## config.mk

```make
export PLATFORM = sky130hd
export DESIGN_NAME = parity_stream_unit
export DESIGN_NICKNAME = d
export VERILOG_FILES = /design/src/rtl/parity_stream_unit_pkg.sv /design/src/rtl/parity_stream_unit_parity.sv /design/src/rtl/parity_stream_unit.sv
export SDC_FILE = /design/constraint.sdc
export NUM_CORES = 1
export LEC_CHECK = 0
export CAP_MARGIN = 15
export CORE_UTILIZATION = 32
export CTS_BUF_LIST = sky130_fd_sc_hd__clkbuf_16
export DETAILED_ROUTE_END_ITERATION = 10
export GPL_ROUTABILITY_DRIVEN = 0
export SETUP_SLACK_MARGIN = 0.2
export SYNTH_ARGS = -nofsm -noshare
export SYNTH_HDL_FRONTEND = slang
export SYNTH_SLANG_ARGS = --single-unit
```

## constraint.sdc

```tcl
create_clock -name clk -period 2.68 [get_ports clk]
set_clock_uncertainty 0.2 [all_clocks]
set_input_delay 0.536 -clock clk [delete_from_list [all_inputs] [get_ports clk]]
set_output_delay 0.536 -clock clk [all_outputs]
set_load 0.05 [all_outputs]
```

## src/rtl/parity_stream_unit_pkg.sv

```systemverilog
// Shared constants for the parity stream unit: frame FSM states and parity mode encoding.
package parity_stream_unit_pkg;

  localparam logic [0:0] IDLE     = 1'b0;
  localparam logic [0:0] IN_FRAME = 1'b1;

  localparam logic PAR_EVEN = 1'b0;
  localparam logic PAR_ODD  = 1'b1;

endpackage

```

## src/rtl/parity_stream_unit_parity.sv

```systemverilog
// Combinational parity of one word; odd mode inverts the XOR-reduce.
module parity_calc
  import parity_stream_unit_pkg::*;
#(
  parameter int unsigned DATA_W = 8
) (
  input  logic [DATA_W-1:0] data,
  input  logic              mode,
  output logic              par_c
);

  assign par_c = (^data) ^ (mode == PAR_ODD);

endmodule

```

## src/rtl/parity_stream_unit.sv

```systemverilog
// Streaming parity generator/checker with frame parity, one-entry output register and error counter.
module parity_stream_unit
  import parity_stream_unit_pkg::*;
#(
  parameter int unsigned DATA_W = 8,
  parameter int unsigned CNT_W  = 8
) (
  input  logic              clk,
  input  logic              rst_n,
  input  logic              s_valid,
  output logic              s_ready,
  input  logic [DATA_W-1:0] s_data,
  input  logic              s_par,
  input  logic              s_last,
  input  logic              mode_odd,
  input  logic              chk_en,
  input  logic              err_clr,
  output logic              m_valid,
  input  logic              m_ready,
  output logic [DATA_W-1:0] m_data,
  output logic              m_par,
  output logic              m_last,
  output logic              m_frame_par,
  output logic              m_err,
  output logic [CNT_W-1:0]  err_cnt
);

  localparam logic [CNT_W-1:0] CNT_MAX = {CNT_W{1'b1}};

  logic [0:0]        state;
  logic [0:0]        state_nxt;
  logic              mode_q;
  logic              chk_q;
  logic [DATA_W-1:0] acc;
  logic [DATA_W-1:0] acc_fold;
  logic              accept;
  logic              first_beat;
  logic              beat_mode;
  logic              beat_chk;
  logic              word_par;
  logic              frame_par;
  logic              beat_err;

  assign s_ready    = !m_valid || m_ready;
  assign accept     = s_valid && s_ready;
  assign first_beat = (state == IDLE);

  // Frame settings come live from the ports on the first beat, latched afterwards.
  assign beat_mode = first_beat ? mode_odd : mode_q;
  assign beat_chk  = first_beat ? chk_en   : chk_q;
  assign acc_fold  = acc ^ s_data;

  parity_calc #(.DATA_W(DATA_W)) u_word_par (
    .data  (s_data),
    .mode  (beat_mode),
    .par_c (word_par)
  );

  parity_calc #(.DATA_W(DATA_W)) u_frame_par (
    .data  (acc_fold),
    .mode  (beat_mode),
    .par_c (frame_par)
  );

  assign beat_err = beat_chk && (s_par != word_par);

  always_ff @(posedge clk) begin
    if (!rst_n) begin
      state <= IDLE;
    end else begin
      state <= state_nxt;
    end
  end

  always_comb begin
    state_nxt = state;
    case (state)
      IDLE: begin
        if (accept && !s_last) begin
          state_nxt = IN_FRAME;
        end
      end
      IN_FRAME: begin
        if (accept && s_last) begin
          state_nxt = IDLE;
        end
      end
      default: state_nxt = IDLE;
    endcase
  end

  // Frame context: settings latch and running XOR fold.
  always_ff @(posedge clk) begin
    if (!rst_n) begin
      mode_q <= PAR_EVEN;
      chk_q  <= 1'b0;
      acc    <= '0;
    end else if (accept) begin
      if (first_beat) begin
        mode_q <= mode_odd;
        chk_q  <= chk_en;
      end
      acc <= s_last ? '0 : acc_fold;
    end
  end

  // Output register holds while the consumer stalls.
  always_ff @(posedge clk) begin
    if (!rst_n) begin
      m_valid     <= 1'b0;
      m_data      <= '0;
      m_par       <= 1'b0;
      m_last      <= 1'b0;
      m_frame_par <= 1'b0;
      m_err       <= 1'b0;
    end else if (accept) begin
      m_valid     <= 1'b1;
      m_data      <= s_data;
      m_par       <= word_par;
      m_last      <= s_last;
      m_frame_par <= frame_par;
      m_err       <= beat_err;
    end else if (m_ready) begin
      m_valid <= 1'b0;
    end
  end

  always_ff @(posedge clk) begin
    if (!rst_n) begin
      err_cnt <= '0;
    end else if (err_clr) begin
      err_cnt <= (accept && beat_err) ? CNT_W'(1) : '0;
    end else if (accept && beat_err && (err_cnt != CNT_MAX)) begin
      err_cnt <= err_cnt + CNT_W'(1);
    end
  end

endmodule

```

==> results.json <==
{
  "netSwitchingPower_uw": 425,
  "crit_arrival_ns": 2.42,
  "tns_ns": 0,
  "dp_cells": 284,
  "cp_slowest_cell": "xor3_2",
  "regArea_um2": 641,
  "num_antenna_cells": 0,
  "io_buffers": 38,
  "fmax_ghz": 0.414,
  "start_util": 0.344,
  "die_y_um": 71.6,
  "yosysWarningCount": 0,
  "grt_first_pass_wirelength_um": 6400,
  "outcome": "finished clean",
  "htreeDepth": 2,
  "path_clk_slew_ns": 0.05,
  "critPathMaxFanout": 6,
  "num_vias": 1506,
  "drc": 0,
  "pwr-share-clk": 0.396,
  "path_cells": "dlygate4sd2_1 -> xnor2_2 -> xor3_2 -> xor2_2 -> buf_4 -> or4_1 -> a21oi_1",
  "p_int_uw": 1140,
  "crit_path_end_kind": "flip-flop",
  "ys_seq_area_frac": 0.414,
  "ys_seq_elements": 32,
  "syn_nets": 200,
  "first_iter_violations": 55,
  "wl_um": 3820,
  "slew_viol_final": 0,
  "critPathBufInv": 2,
  "ir_worst_vdd_uv": 451,
  "hpwl_um": 2680,
  "gr-total-overflow": 0,
  "crit_type": "primary input to flip-flop",
  "cts_made_buffers": 5,
  "fin_nets": 261,
  "grt_start_max_net_pins": 16,
  "dieArea_um2": 5120,
  "clockBufferDepth": 2,
  "synth_flop_cell": "dfxtp_1",
  "power_frac_comb": 0.272,
  "hold_class": "flip-flop to flip-flop",
  "rows": 24,
  "clockRootBuffer": "clkbuf_16",
  "syn_area_um2": 1550,
  "finalNonFillerCells": 296,
  "rsz0062_at_grt": "false",
  "multi_input_area_um2": 887,
  "io_pins": 39,
  "post_route_cells_drive_above_1_share": 0.172,
  "finish.utilization": 0.522,
  "required_ns": 2.68,
  "via_per_inst": 5.09,
  "critPathTopFamily": "XOR/XNOR gates",
  "cp_slowest_stage_delay_ns": 0.49,
  "synthCells": 182,
  "critPathLaunchType": "primary input",
  "grt_usage": 0.158,
  "ys_types": 35,
  "detail_route.wl_per_cell_um": 12.9,
  "tightest_slew_ns": 0.552,
  "powerDensity_nw_per_um2": 665,
  "synthArstFlopShare": 0,
  "cts_hold_buf": 0,
  "syn_to_final_growth_pct": 51.7,
  "synth_area_per_cell_um2": 8.51,
  "fillers": 454,
  "antenna_left": 0,
  "period_minus_slack_ns": 2.42,
  "total_power_uw": 1560,
  "finalSetupViolCount": 0,
  "synth_edf_count": 0,
  "drv_cap": 0,
  "antenna_found_initial": 0,
  "numClockSinks": 32,
  "cts_tree": "yes",
  "drtPass1Iterations": 4,
  "worstSkewPairLatency_ns": 0.27,
  "seq_power_share": 0.332,
  "core-area_um2": 4500,
  "power_switching_share": 0.272,
  "power_leakage_uw": 0.000945,
  "hold_violations": 0,
  "min_period_over_period": 0.901,
  "fp.dieW_um": 71.6,
  "max_slew_margin": 0.631,
  "first_global_vias": 1390
}
[state kept, by name, indices dropped and copies added (netlist names), named ones only]
name / cells
m_frame_par: 1
mode_q: 1
m_err: 1
m_data: 8
err_cnt: 8
m_valid: 1
acc: 8
m_par: 1
m_last: 1
chk_q: 1
[logic make-up (layout without fill, tap and decap cells)]
| family | after synthesis | after routing | share of synthesized area |
|---|---|---|---|
| AOI/OAI and AO/OA | 48 | 48 | 0.182 |
| xor gates and xnor gates | 18 | 18 | 0.121 |
| adders and majority gates | 1 | 1 | 0.00808 |
| buffers and inverters | 12 | 74 | 0.0339 |
| DFF | 32 | 32 | 0.414 |
| muxes | 3 | 3 | 0.0202 |
| and+or+nand+nor | 68 | 68 | 0.221 |
[routing by layer]
layer / GRT usage / vias up / wire length [um]
li1: - / 766 / -
met1: 0.204 / 696 / 1800
met2: 0.261 / 39 / 1830
met3: 0.0408 / 5 / 152
met4: 0.0458 / 0 / 34
met5: 0 / - / 0
[area by class of cell]
class / instances / area share
Multi-Input combinational cell: 138 / 0.378
Sequential cell: 32 / 0.273
Timing Repair Buffer: 63 / 0.248
Clock buffer: 5 / 0.0532
Tap cell: 52 / 0.0277
Clock inverter: 3 / 0.0165
Inverter: 3 / 0.00479
[through the flow]
step,setup slack [ns],instance area (um^2),hold WS [ns]
after floorplan,0.254,1550,0.233
after global placement,-0.195,2120,0.246
after global routing,0.206,2350,0.273
after CTS,0.207,2330,0.258
final,0.264,2350,0.253
after detailed placement,-0.194,2120,0.251
[worst reg2reg max path: stages, from the launching register on]
cell	delay, ns
dfxtp_1	0.41
mux2i_1	0.26
xnor3_2	0.50
xor2_2	0.18
buf_4	0.16
or4_1	0.47
a21oi_1	0.13
[cells in the mapped netlist (2+ instances only)]
cell       count  area share
dfxtp_1       32        0.41
a21oi_1       27       0.087
nand2_1       21       0.051
nor2_1        16       0.039
xnor2_1       13       0.074
clkbuf_1       8       0.019
o21ai_0        8       0.026
nand3b_1       7       0.034
nand3_1        5       0.016
nand4_1        4       0.016
o31ai_1        4       0.019
or4_1          4       0.019
nand2b_1       3       0.012
nor2b_1        3       0.012
xor2_1         3       0.017
a2bb2oi_1      2       0.011
and2_1         2      0.0081
inv_1          2      0.0048
mux2i_1        2       0.013
[power groups by stage]
| stage | sequential [uW] | combinational [uW] | clock, uW |
|---|---|---|---|
| after detailed placement | 529 | 385 | 0 |
| after global placement | 529 | 379 | 0 |
| after CTS | 519 | 425 | 637 |
| after global routing | 522 | 458 | 661 |
| final | 519 | 426 | 618 |
| after floorplan | 585 | 185 | 0 |
[worst paths after layout]
path	start	cells after the start	slack, ns	endpoint
min	m_data[5]$_SDFFE_PN0P_	2	0.25	m_data[5]$_SDFFE_PN0P_
min reg2reg	m_data[5]$_SDFFE_PN0P_	2	0.25	m_data[5]$_SDFFE_PN0P_
max reg2reg	flip-flop	6	0.30	err_cnt[3]$_SDFFE_PN0P_
max	s_data[7]	7	0.26	err_cnt[3]$_SDFFE_PN0P_
[cell usage in the layout, fill, tap and decap left out, types with 2 or more instances in the layout]
cell and count:
a21oi_1 26, xnor2_1 11, nand2b_1 3, a2bb2oi_1 2
nand3_1 5, dlymetal6s2s_1 3, or4_1 3, inv_1 3
dlygate4sd2_1 6, and2_1 2, o31ai_1 4, mux2i_1 2
dfxtp_1 32, nor2_1 16, o21ai_0 8, xnor2_2 2
clkbuf_16 5, xor2_1 2, nand3b_1 7, nor2b_1 3
nand2_1 21, buf_4 24, clkdlybuf4s50_1 28, nand4_1 4
[what timing repair did]
item	CTS	global route
endpoints found under the setup margin	5	7
pin swaps	9	3
cloned	1	0
setup buffers	3	0
resized for setup	10	5
Power figures use the tool's default switching activity.
